[src/rtl/cmn_stream_pkg.sv]
// cmn_stream_pkg
// Shared constants for the stream fabric. The FIFO, the Wishbone adapter
// and the crossbar all take their default message width and queue depth
// from here, so they agree without repeating magic numbers.
package cmn_stream_pkg;

  // Default message width in bits.
  localparam int c_stream_nbits = 32;

  // Default queue depth in entries (power of two, at least 2).
  localparam int c_stream_depth = 4;

endpackage : cmn_stream_pkg

[src/rtl/cmn_RegFile_1r1w.sv]
// cmn_RegFile_1r1w
// Register file with one read port and one write port. Reads are
// combinational, so the FIFO head is visible in the same cycle its read
// address changes. Writes are synchronous. Contents are not reset.
//
// Ports:
//   clk    in   write clock
//   raddr  in   read address
//   rdata  out  entry at raddr (combinational)
//   wen    in   write enable
//   waddr  in   write address
//   wdata  in   write data
module cmn_RegFile_1r1w
  import cmn_stream_pkg::*;
#(
  parameter int p_nbits    = c_stream_nbits,
  parameter int p_nentries = c_stream_depth
) (
  input  logic                            clk,
  input  logic [$clog2(p_nentries)-1:0]   raddr,
  output logic [p_nbits-1:0]              rdata,
  input  logic                            wen,
  input  logic [$clog2(p_nentries)-1:0]   waddr,
  input  logic [p_nbits-1:0]              wdata
);

  logic [p_nbits-1:0] mem [p_nentries];

  always_ff @(posedge clk) begin
    if (wen) begin
      mem[waddr] <= wdata;
    end
  end

  assign rdata = mem[raddr];

endmodule : cmn_RegFile_1r1w

[src/rtl/stream_fifo.sv]
// stream_fifo
// Valid/ready message FIFO between the Wishbone adapter and the crossbar.
// Storage lives in cmn_RegFile_1r1w; pointer and occupancy control is here.
//
// Build option:
//   STREAM_FIFO_BYPASS_EN  when defined, an empty FIFO forwards recv_msg
//                          to send_msg combinationally; if downstream takes
//                          it in the same cycle, nothing is written.
//                          When undefined, the minimum latency is one cycle
//                          and no combinational input-to-output path exists.
//
// Ports:
//   clk       in   clock, all state updates on posedge
//   reset     in   asynchronous active-high reset
//   recv_val  in   upstream message valid
//   recv_rdy  out  FIFO can accept a message this cycle
//   recv_msg  in   upstream message
//   send_val  out  head-of-queue message is valid
//   send_rdy  in   downstream accepts the message this cycle
//   send_msg  out  head-of-queue message
//   count     out  current occupancy
module stream_fifo
  import cmn_stream_pkg::*;
#(
  parameter int p_nbits = c_stream_nbits,
  parameter int p_depth = c_stream_depth
) (
  input  logic                          clk,
  input  logic                          reset,
  input  logic                          recv_val,
  output logic                          recv_rdy,
  input  logic [p_nbits-1:0]            recv_msg,
  output logic                          send_val,
  input  logic                          send_rdy,
  output logic [p_nbits-1:0]            send_msg,
  output logic [$clog2(p_depth+1)-1:0]  count
);

  localparam int c_aw = $clog2(p_depth);
  localparam int c_cw = $clog2(p_depth + 1);
  localparam logic [c_cw-1:0] c_full = c_cw'(p_depth);

  logic [c_aw-1:0]    wr_ptr_q, wr_ptr_d;
  logic [c_aw-1:0]    rd_ptr_q, rd_ptr_d;
  logic [c_cw-1:0]    count_q,  count_d;
  logic [p_nbits-1:0] head_msg;
  logic               bypass;
  logic               enq;
  logic               deq;

  // Full FIFO refuses data even if a dequeue happens in the same cycle;
  // this keeps recv_rdy independent of send_rdy.
  assign recv_rdy = (count_q != c_full) && !reset;

`ifdef STREAM_FIFO_BYPASS_EN
  // Empty queue: present the incoming message directly. Gated by reset so
  // send_val is forced low while reset is held.
  assign bypass   = (count_q == '0) && recv_val && !reset;
  assign send_val = (count_q != '0) || bypass;
  assign send_msg = bypass ? recv_msg : head_msg;
`else
  assign bypass   = 1'b0;
  assign send_val = (count_q != '0);
  assign send_msg = head_msg;
`endif

  // A bypassed message taken downstream in the same cycle never touches
  // storage; a bypassed message not taken is enqueued normally.
  assign enq = recv_val && recv_rdy && !(bypass && send_rdy);
  assign deq = send_val && send_rdy && !bypass;

  always_comb begin
    wr_ptr_d = wr_ptr_q;
    rd_ptr_d = rd_ptr_q;
    count_d  = count_q;
    // Depth is a power of two, so pointer wrap is natural overflow.
    if (enq) begin
      wr_ptr_d = wr_ptr_q + c_aw'(1);
    end
    if (deq) begin
      rd_ptr_d = rd_ptr_q + c_aw'(1);
    end
    case ({enq, deq})
      2'b10:   count_d = count_q + c_cw'(1);
      2'b01:   count_d = count_q - c_cw'(1);
      default: count_d = count_q;
    endcase
  end

  always_ff @(posedge clk or posedge reset) begin
    if (reset) begin
      wr_ptr_q <= '0;
      rd_ptr_q <= '0;
      count_q  <= '0;
    end else begin
      wr_ptr_q <= wr_ptr_d;
      rd_ptr_q <= rd_ptr_d;
      count_q  <= count_d;
    end
  end

  assign count = count_q;

  cmn_RegFile_1r1w #(
    .p_nbits    (p_nbits),
    .p_nentries (p_depth)
  ) u_regfile (
    .clk   (clk),
    .raddr (rd_ptr_q),
    .rdata (head_msg),
    .wen   (enq),
    .waddr (wr_ptr_q),
    .wdata (recv_msg)
  );

endmodule : stream_fifo

[config.mk]
export PLATFORM = sky130hd
export DESIGN_NAME = stream_fifo
export DESIGN_NICKNAME = d
export VERILOG_FILES = /design/src/rtl/cmn_stream_pkg.sv /design/src/rtl/cmn_RegFile_1r1w.sv /design/src/rtl/stream_fifo.sv
export SDC_FILE = /design/constraint.sdc
export NUM_CORES = 1
export LEC_CHECK = 0
export ABC_CLOCK_PERIOD_IN_PS = 5050
export CELL_PAD_IN_SITES_DETAIL_PLACEMENT = 1
export CELL_PAD_IN_SITES_GLOBAL_PLACEMENT = 1
export CORE_UTILIZATION = 45
export CTS_BUF_LIST = sky130_fd_sc_hd__clkbuf_4 sky130_fd_sc_hd__clkbuf_8 sky130_fd_sc_hd__clkbuf_16
export DETAILED_ROUTE_END_ITERATION = 7
export PLACE_DENSITY_LB_ADDON = 0.2
export SLEW_MARGIN = 15
export SYNTH_ARGS = -nofsm -noshare
export SYNTH_HDL_FRONTEND = slang
export SYNTH_HIERARCHICAL = 1
export SYNTH_SLANG_ARGS = --single-unit
[constraint.sdc]
create_clock -name clk -period 5.05 [get_ports clk]
set_input_delay 0.7575 -clock clk [delete_from_list [all_inputs] [get_ports clk]]
set_output_delay 0.7575 -clock clk [all_outputs]
set_load 0.01 [all_outputs]
==> flow_summary.json, run 1 <==
{
  "ff2ff_path_depth": 3,
  "drive_above_1_share_pct": 24.2,
  "io_buffers": 72,
  "dpl.cell_count": 410,
  "skew_ns": 0.00780,
  "end_kind": "output pin",
  "p_leak_nw": 2.15,
  "drt_iter0_markers": 66,
  "status": "complete, no violations",
  "antenna_found_initial": 0,
  "synthMuxAreaShare_pct": 14.6,
  "num-fill-cells": 951,
  "cts_buffers": 17,
  "synthCells": 202,
  "grt_overflow": 0,
  "ff2ff_setup_slack_ns": 2.89,
  "fin_cells": 442,
  "hold_ws_ns": 0.539,
  "synthesis.area_sq_um": 5050,
  "synthesis.nets": 240,
  "r2r_start": "count[2]",
  "crit_start": "rd_ptr_q[0]",
  "grt_pass1_wl_mm": 14.0,
  "crit_required_ns": 4.29,
  "synth-seq-cells": 135,
  "clock_path_buffers": 2,
  "grt_pass1_vias": 2594,
  "drtPass1Iterations": 4,
  "crit_slowest_cell": "dfrtp_2",
  "r2r-end": "u_regfile/mem[1][28]",
  "fin_nets": 327,
  "synth-edff-count": 128,
  "post_cts_buffers": 0,
  "final_cell_mix": "edfxtp_1 (128), clkdlybuf4s50_1 (72), mux4_2 (30)",
  "dieArea_sq_um": 11700,
  "multi_input_area_sq_um": 940,
  "synth_adder_area_share_pct": 0.644,
  "worstSetupEndpoint": "send_msg[0]",
  "areaGrowthSynthToFinish_pct": 28.1,
  "worstSetupPathType": "reg2out",
  "synth-async-reset-ratio_pct": 5.19,
  "period_needed_ns": 3.56,
  "final_antenna_net_count": 0,
  "via_per_inst": 5.28,
  "syn_avg_cell_area_sq_um": 25.0,
  "drcViolationCount": 0,
  "wirelength_mm": 9.20,
  "rsz0062_at_grt": "no",
  "htree_levels": 4,
  "synth_top_family_by_area": "multiplexers",
  "worst_pin_slew_ns": 0.902,
  "synth_cell_types": 23,
  "clk_pin_slew_ns": 0.05,
  "gp_congestion": 0.681,
  "initial_core_util_pct": 46.4,
  "fin_total_pwr_mw": 3.68,
  "die_w_um": 108,
  "cellPowerDensity_nw_per_um2": 569,
  "die_height_um": 108,
  "regArea_sq_um": 4020,
  "cts_root_buf": "clkbuf_8",
  "yosys.area_share.simple_pct": 1.76,
  "synth-main-ff-cell": "edfxtp_1",
  "core_sq_um": 10900,
  "dp_hpwl_mm": 5.64,
  "max_stage_delay_ns": 0.70,
  "cts_tree": "yes",
  "cts_hold_buf": 0,
  "grt_usage_pct": 17.2,
  "clock_sinks": 135,
  "yosysWarnings": 6,
  "cap_violations": 0,
  "synth_xor_area_share_pct": 1.21,
  "grt_start_max_net_pins": 33,
  "clock_latency_ns": 0.51,
  "period_share_pct": 70.5,
  "arrival_ns": 2.80,
  "fin_tns_setup_ns": 0,
  "finalHoldViolCount": 0,
  "synth_top_cell_by_area": "edfxtp_1",
  "relSlewSlack_pct": 39.9,
  "synthDominantCellAreaShare_pct": 76.0,
  "synth_area_leaders": "edfxtp_1 (76%), mux4_2 (13%), dfrtp_1 (3.5%)",
  "ir_worst_vdd_mv": 0.301,
  "core.rowCount": 38,
  "max_freq_mhz": 281,
  "crit_path_max_fanout": 19,
  "min_path_type": "reg2reg",
  "worstSetupStartpointType": "flop",
  "ys_seq_area_share_pct": 79.5,
  "finalMaxSlewViolations": 0,
  "wl_per_cell_um": 20.8,
  "io_pins": 73,
  "final_common_cell": "edfxtp_1",
  "synth-compound-area-share_pct": 0.198,
  "num_vias": 2333,
  "crit_chain": "buf_4 > mux4_1 > clkdlybuf4s50_1",
  "antenna_cells": 0,
  "setup_viol": 0,
  "ctsResizeCount": 0,
  "hp-start": "wr_ptr_q[1]"
}
[power by group]
part	internal, mW	leakage, nW	switching, mW
Combinational	0.599	0.623	0.421
Clock	0.753	0.286	0.418
Sequential	1.38	1.24	0.115
[cell type report]
cell class	instances	share of cell area (%)
Clock buffer	24	7.40
Clock inverter	8	1.53
Inverter	5	0.290
Multi-Input combinational cell	55	14.5
Sequential cell	135	62.1
Tap cell	140	2.71
Timing Repair Buffer	75	11.5
[cell families after synthesis]
group | count (synthesis)
AO/OA/AOI/OAI | 1
XOR/XNOR | 7
adder cells (fa/ha/maj) | 2
buffers and inverters | 12
flip-flops | 135
multiplexers | 33
AND/OR/NAND/NOR | 12
[worst max-delay path: cells and delay by family (launching register included)]
kind     cells  cell delay [ns]
buf+inv      2             0.97
flops        1             0.70
mux          1             0.63
[metrics by stage]
stage	utilization (%)	area [sq um]	setup WS, ns
finish	59.5	6470	1.49
global route	59.5	6470	1.29
global placement	54.2	5900	1.99
detailed placement	54.2	5900	1.95
CTS	59.5	6470	1.39
floorplan	-	5050	1.15
[sequential cells by signal, indices dropped and copies added, names as in the netlist]
name and flops:
count 3, rd_ptr_q 2, wr_ptr_q 2, u_regfile/mem 128
[Yosys cell counts (all sizes together), types with 2 or more instances]
| master | n |
|---|---|
| edfxtp | 128 |
| mux4 | 32 |
| buf | 7 |
| dfrtp | 7 |
| inv | 5 |
| xor2 | 5 |
| nor3b | 3 |
| and3b | 2 |
| nand2 | 2 |
| nor2 | 2 |
| xnor2 | 2 |
[how the worst min path moves through the flow]
| stage | end | slack (ns) | depth (start not counted) |
|---|---|---|---|
| finish | wr_ptr_q[1] | 0.54 | 1 |
| global route | count[2] | 0.56 | 1 |
| CTS | wr_ptr_q[1] | 0.54 | 1 |
| detailed placement | count[2] | 0.53 | 1 |
| global placement | count[2] | 0.51 | 1 |
| floorplan | wr_ptr_q[1] | 0.48 | 1 |
[per-layer routing]
metal	vias to the layer above	share of wire, %	track usage, %
met4	0	1.5	7.93
met3	14	4.0	3.92
met1	1221	43	21.0
li1	1024	-	-
met2	74	51	29.3
met5	-	0	0
Power figures use the tool's default switching activity.
==> run 2, diff against run 1 <==
--- a/config.mk
+++ b/config.mk
@@ -5,7 +5,7 @@
 export SDC_FILE = /design/constraint.sdc
 export NUM_CORES = 1
 export LEC_CHECK = 0
-export ABC_CLOCK_PERIOD_IN_PS = 5050
+export ABC_CLOCK_PERIOD_IN_PS = 3600
 export CELL_PAD_IN_SITES_DETAIL_PLACEMENT = 1
 export CELL_PAD_IN_SITES_GLOBAL_PLACEMENT = 1
 export CORE_UTILIZATION = 45
==> constraint.sdc (replaced) <==
create_clock -name clk -period 3.6 [get_ports clk]
set_input_delay 0.54 -clock clk [delete_from_list [all_inputs] [get_ports clk]]
set_output_delay 0.54 -clock clk [all_outputs]
set_load 0.01 [all_outputs]
==> run 2 against run 1 <==
Clock power is 42% higher. Clock skew hardly changed. Sequential power rose by 43%. Sequential share of layout area shrank 0.55 points. First-iteration DRC count up 73%. Hold slack lost 0.12 ns.
==> flow_summary.json, run 2 (synthesis gave the netlist of run 1 again) <==
{
  "finalMaxSlewViolations": 0,
  "clock_path_buffers": 2,
  "drcViolationCount": 0,
  "grt_start_max_net_pins": 34,
  "r2r_start": "count[0]",
  "power.internal_mw": 3.86,
  "cts_buffers": 17,
  "critPathTopFamily": "buffers and inverters",
  "hold_ws_ns": 0.421,
  "worst_pin_slew_ns": 0.816,
  "crit_start": "rd_ptr_q[0]",
  "ctsResizeCount": 0,
  "period_share_pct": 87.8,
  "combPwrFrac_pct": 27.0,
  "relSlewSlack_pct": 45.6,
  "crit_required_ns": 3.06,
  "grt_usage_pct": 17.4,
  "rsz0062_at_grt": "no",
  "crit_slowest_cell": "dfrtp_2",
  "ir_worst_vdd_mv": 0.457,
  "placed_area_sq_um": 5960,
  "clock_latency_ns": 0.51,
  "final_common_cell": "edfxtp_1",
  "fin_area_sq_um": 6540,
  "finalHoldViolCount": 0,
  "arrival_ns": 2.62,
  "wirelength_mm": 8.96,
  "post_cts_buffers": 0,
  "cap_violations": 0,
  "core_sq_um": 10900,
  "crit_path_max_fanout": 16,
  "regArea_sq_um": 4020,
  "p_switching_mw": 1.33,
  "antenna_found_initial": 0,
  "crit_buf_inv": 2,
  "cts_hold_buf": 0,
  "crit_chain": "buf_4 > mux4_2 > clkdlybuf4s50_1",
  "multi_input_area_sq_um": 946,
  "end_kind": "output pin",
  "min_path_type": "in2async",
  "fin_tns_setup_ns": 0,
  "max_stage_delay_ns": 0.67,
  "wl_per_cell_um": 20.1,
  "largest_reg_flops": 128,
  "grt_pass1_wl_mm": 14.1,
  "dp_hpwl_mm": 5.51,
  "top_register": "u_regfile/mem",
  "final_antenna_net_count": 0,
  "htree_levels": 4,
  "dieArea_sq_um": 11700,
  "gp_congestion": 0.674,
  "setup_viol": 0,
  "seq_power_share_pct": 41.1,
  "clk_pin_slew_ns": 0.06,
  "drive_above_1_share_pct": 25.2,
  "core.rowCount": 38,
  "skew_ns": 0.00808,
  "p_sw_share_pct": 25.6,
  "antenna_cells": 0,
  "io_buffers": 72,
  "num-fill-cells": 932,
  "grt_pass1_vias": 2589,
  "status": "complete, no violations",
  "final_core_util_pct": 60.0,
  "drtPass1Iterations": 4,
  "grt_overflow": 0,
  "drt_iter0_markers": 114,
  "cts_root_buf": "clkbuf_8",
  "cts_tree": "yes",
  "worstSetupStartpointType": "flop",
  "num_vias": 2313,
  "p_leak_nw": 2.19,
  "cellPowerDensity_nw_per_um2": 794,
  "fin_nets": 331,
  "areaGrowthSynthToFinish_pct": 29.3,
  "io_pins": 73,
  "clkPwrFrac_pct": 31.9,
  "max_freq_mhz": 316,
  "via_per_inst": 5.19,
  "final_cell_mix": "edfxtp_1 (128), clkdlybuf4s50_1 (72), mux4_2 (30)",
  "die_height_um": 108,
  "worstSetupPathType": "reg2out",
  "clock_sinks": 135,
  "period_needed_ns": 3.16,
  "die_w_um": 108,
  "initial_core_util_pct": 46.4
}
[run 2: cell count changes in the layout (fill, tap and decap cells not counted), sizes merged]
| cell | change |
|---|---|
| bufinv | +1 |
| clkinvlp | -1 |
| clkinv | +3 |
| clkbuf | -3 |
| buf | +4 |
[run 2: power by group through the flow]
stage / Clock, mW / Combinational [mW] / Sequential, mW
after global routing: 1.75 / 1.51 / 2.18
final: 1.66 / 1.40 / 2.13
after floorplan: 0 / 0.910 / 2.04
after detailed placement: 0 / 1.42 / 2.18
after global placement: 0 / 1.41 / 2.17
after CTS: 1.70 / 1.43 / 2.15
[run 2: path summary, 6_finish.rpt]
check | slack [ns] | cells after the start | endpoint
setup / recovery | 0.44 | 3 | send_msg[22]
hold / removal | 0.42 | 2 | count[2]
setup reg to reg | 1.50 | 9 | count[2]
hold reg to reg | 0.53 | 1 | count[2]
max in group asynchronous | 2.92 | 2 | rd_ptr_q[0]
min in group clk | 0.53 | 1 | count[2]
[run 2: area by class of cell]
type / count / area share [%]
clock inverter: 11 / 2.01
sequential: 135 / 61.5
clock buffer: 21 / 6.80
timing repair buffer: 79 / 12.2
inverter: 5 / 0.287
tap: 140 / 2.68
multi-input combinational: 55 / 14.5
[run 2: metrics by stage]
step / setup slack, ns / total power [mW] / cells
after floorplan: 0.964 / 2.95 / 202
after global placement: 0.913 / 3.57 / 414
after detailed placement: 0.903 / 3.60 / 414
after CTS: 0.348 / 5.28 / 446
after global routing: 0.231 / 5.43 / 446
final: 0.439 / 5.19 / 446
[run 2: routing by layer]
metal  wire [um]  GRT usage (%)  vias up
met2        4540           28.1       57
met1        3940           21.7     1211
met4          73           6.26        0
met5           0              0        -
met3         400           6.21        8
li1            -              -     1037
==> run 3, diff against run 2 <==
--- a/config.mk
+++ b/config.mk
@@ -6,12 +6,11 @@
 export NUM_CORES = 1
 export LEC_CHECK = 0
 export ABC_CLOCK_PERIOD_IN_PS = 3600
-export CELL_PAD_IN_SITES_DETAIL_PLACEMENT = 1
-export CELL_PAD_IN_SITES_GLOBAL_PLACEMENT = 1
 export CORE_UTILIZATION = 45
 export CTS_BUF_LIST = sky130_fd_sc_hd__clkbuf_4 sky130_fd_sc_hd__clkbuf_8 sky130_fd_sc_hd__clkbuf_16
 export DETAILED_ROUTE_END_ITERATION = 7
-export PLACE_DENSITY_LB_ADDON = 0.2
+export MAX_ROUTING_LAYER = met4
+export PLACE_DENSITY_LB_ADDON = 0.3
 export SLEW_MARGIN = 15
 export SYNTH_ARGS = -nofsm -noshare
 export SYNTH_HDL_FRONTEND = slang
==> run 3 against run 2 <==
Sequential share of layout area rose by 0.58 points. Combinational power about the same. Critical path type unchanged. Global-route usage shrank 0.67 points. Count of clock-buffer cells in the layout decreased by 3. Worst setup slack gained 0.046 ns. Largest power group unchanged. Flip-flop and latch count unchanged.
==> flow_summary.json, run 3 (synthesis gave the netlist of run 1 again) <==
{
  "antenna_found_initial": 0,
  "p_leak_nw": 2.13,
  "antenna_cells": 0,
  "ff2ff_setup_slack_ns": 1.43,
  "grt_start_max_net_pins": 34,
  "clock_path_buffers": 2,
  "htree_levels": 4,
  "grt_overflow": 0,
  "ff2ff_path_depth": 3,
  "end_kind": "output pin",
  "clock_sinks": 135,
  "worstSetupPathType": "reg2out",
  "grt_pass1_wl_mm": 13.2,
  "finalHoldViolCount": 0,
  "status": "complete, no violations",
  "cts_buffers": 17,
  "final_cell_mix": "edfxtp_1 (128), clkdlybuf4s50_1 (72), mux4_2 (30)",
  "initial_core_util_pct": 46.4,
  "period_needed_ns": 3.11,
  "rsz0062_at_grt": "no",
  "skew_ns": 0.00562,
  "wl_per_cell_um": 19.3,
  "grt_pass1_vias": 2434,
  "drt_iter0_markers": 120,
  "clk_pin_slew_ns": 0.06,
  "grt_usage_pct": 16.7,
  "dp_hpwl_mm": 4.86,
  "crit_chain": "buf_4 > mux4_1 > clkdlybuf4s50_1",
  "crit_path_max_fanout": 17,
  "cts_root_buf": "clkbuf_8",
  "relSlewSlack_pct": 39.5,
  "dpl.cell_count": 410,
  "die_height_um": 108,
  "arrival_ns": 2.57,
  "cts_tree": "yes",
  "worstSetupStartpointType": "flop",
  "r2r_start": "count[2]",
  "cts_hold_buf": 0,
  "post_cts_buffers": 0,
  "dieArea_sq_um": 11700,
  "io_pins": 73,
  "fin_tns_setup_ns": 0,
  "crit_slowest_cell": "dfrtp_2",
  "fin_nets": 327,
  "period_share_pct": 86.5,
  "clock_latency_ns": 0.51,
  "cap_violations": 0,
  "crit_required_ns": 3.06,
  "via_per_inst": 5.14,
  "crit_buf_inv": 2,
  "r2r-end": "u_regfile/mem[2][16]",
  "io_buffers": 72,
  "setup_viol": 0,
  "fin_cells": 442,
  "dpl_worst_slack_ns": 0.967,
  "ir_worst_vdd_mv": 0.374,
  "core_sq_um": 10900,
  "die_w_um": 108,
  "min_path_type": "in2async",
  "drtPass1Iterations": 4,
  "critPathTopFamily": "buffers and inverters",
  "num_vias": 2274,
  "max_freq_mhz": 321,
  "areaGrowthSynthToFinish_pct": 28.1,
  "setup_ws_ns": 0.485,
  "ctsResizeCount": 0,
  "final_antenna_net_count": 0,
  "wirelength_mm": 8.53,
  "max_stage_delay_ns": 0.72,
  "drcViolationCount": 0,
  "final_common_cell": "edfxtp_1",
  "finalMaxSlewViolations": 0,
  "drive_above_1_share_pct": 23.2,
  "largest_reg_flops": 128,
  "gp_congestion": 0.652,
  "top_register": "u_regfile/mem",
  "core.rowCount": 38,
  "worst_pin_slew_ns": 0.907,
  "cellPowerDensity_nw_per_um2": 791
}
run 3: cell types whose count changed in the layout (fill, tap and decap cells not counted), sizes merged:
cell,previous run,this run
bufinv,3,2
buf,7,3
clkinvlp,1,5
clkbuf,21,18
run 3: metal layers:
layer / share of wire (%) / global-route usage (%) / vias up
met4: 1.5 / 5.28 / 0
met2: 53 / 27.6 / 66
li1: - / - / 1024
met5: 0 / - / -
met1: 41 / 19.1 / 1169
met3: 4.6 / 5.97 / 15
run 3: per-stage QoR:
step           power, mW  hold WS (ns)  utilization [%]  instance area, sq um
5_1_grt             5.35         0.426             59.5                  6470
4_1_cts             5.19         0.404             59.5                  6470
6_report            5.12         0.412             59.5                  6470
2_1_floorplan       2.95         0.343                -                  5060
3_3_place_gp        3.56         0.532             54.3                  5920
3_5_place_dp        3.59         0.552             54.3                  5920
run 3: layout make-up:
type	count	area [sq um]
Fill cell	790	4410
Multi-Input combinational cell	55	946
Sequential cell	135	4020
Inverter	5	18.8
Tap cell	140	175
Clock buffer	18	422
Timing Repair Buffer	75	756
Clock inverter	14	135
run 3: worst max path at each step:
stage | cells after the start | end | slack (ns) | start
2_1_floorplan | 3 | u_regfile/mem[0][0] | 0.96 | count[2]
3_3_place_gp | 3 | send_msg[31] | 0.99 | rd_ptr_q[0]
3_5_place_dp | 3 | u_regfile/mem[2][15] | 0.97 | reset
4_1_cts | 3 | send_msg[31] | 0.42 | rd_ptr_q[0]
5_1_grt | 3 | send_msg[31] | 0.34 | rd_ptr_q[0]
6_report | 3 | send_msg[31] | 0.49 | rd_ptr_q[0]
run 3: power by group:
part           switching, mW  total (mW)  leakage [nW]  internal (mW)
sequential             0.211        2.14          1.24           1.93
combinational          0.526        1.39         0.631          0.861
clock                  0.611        1.59         0.256          0.981
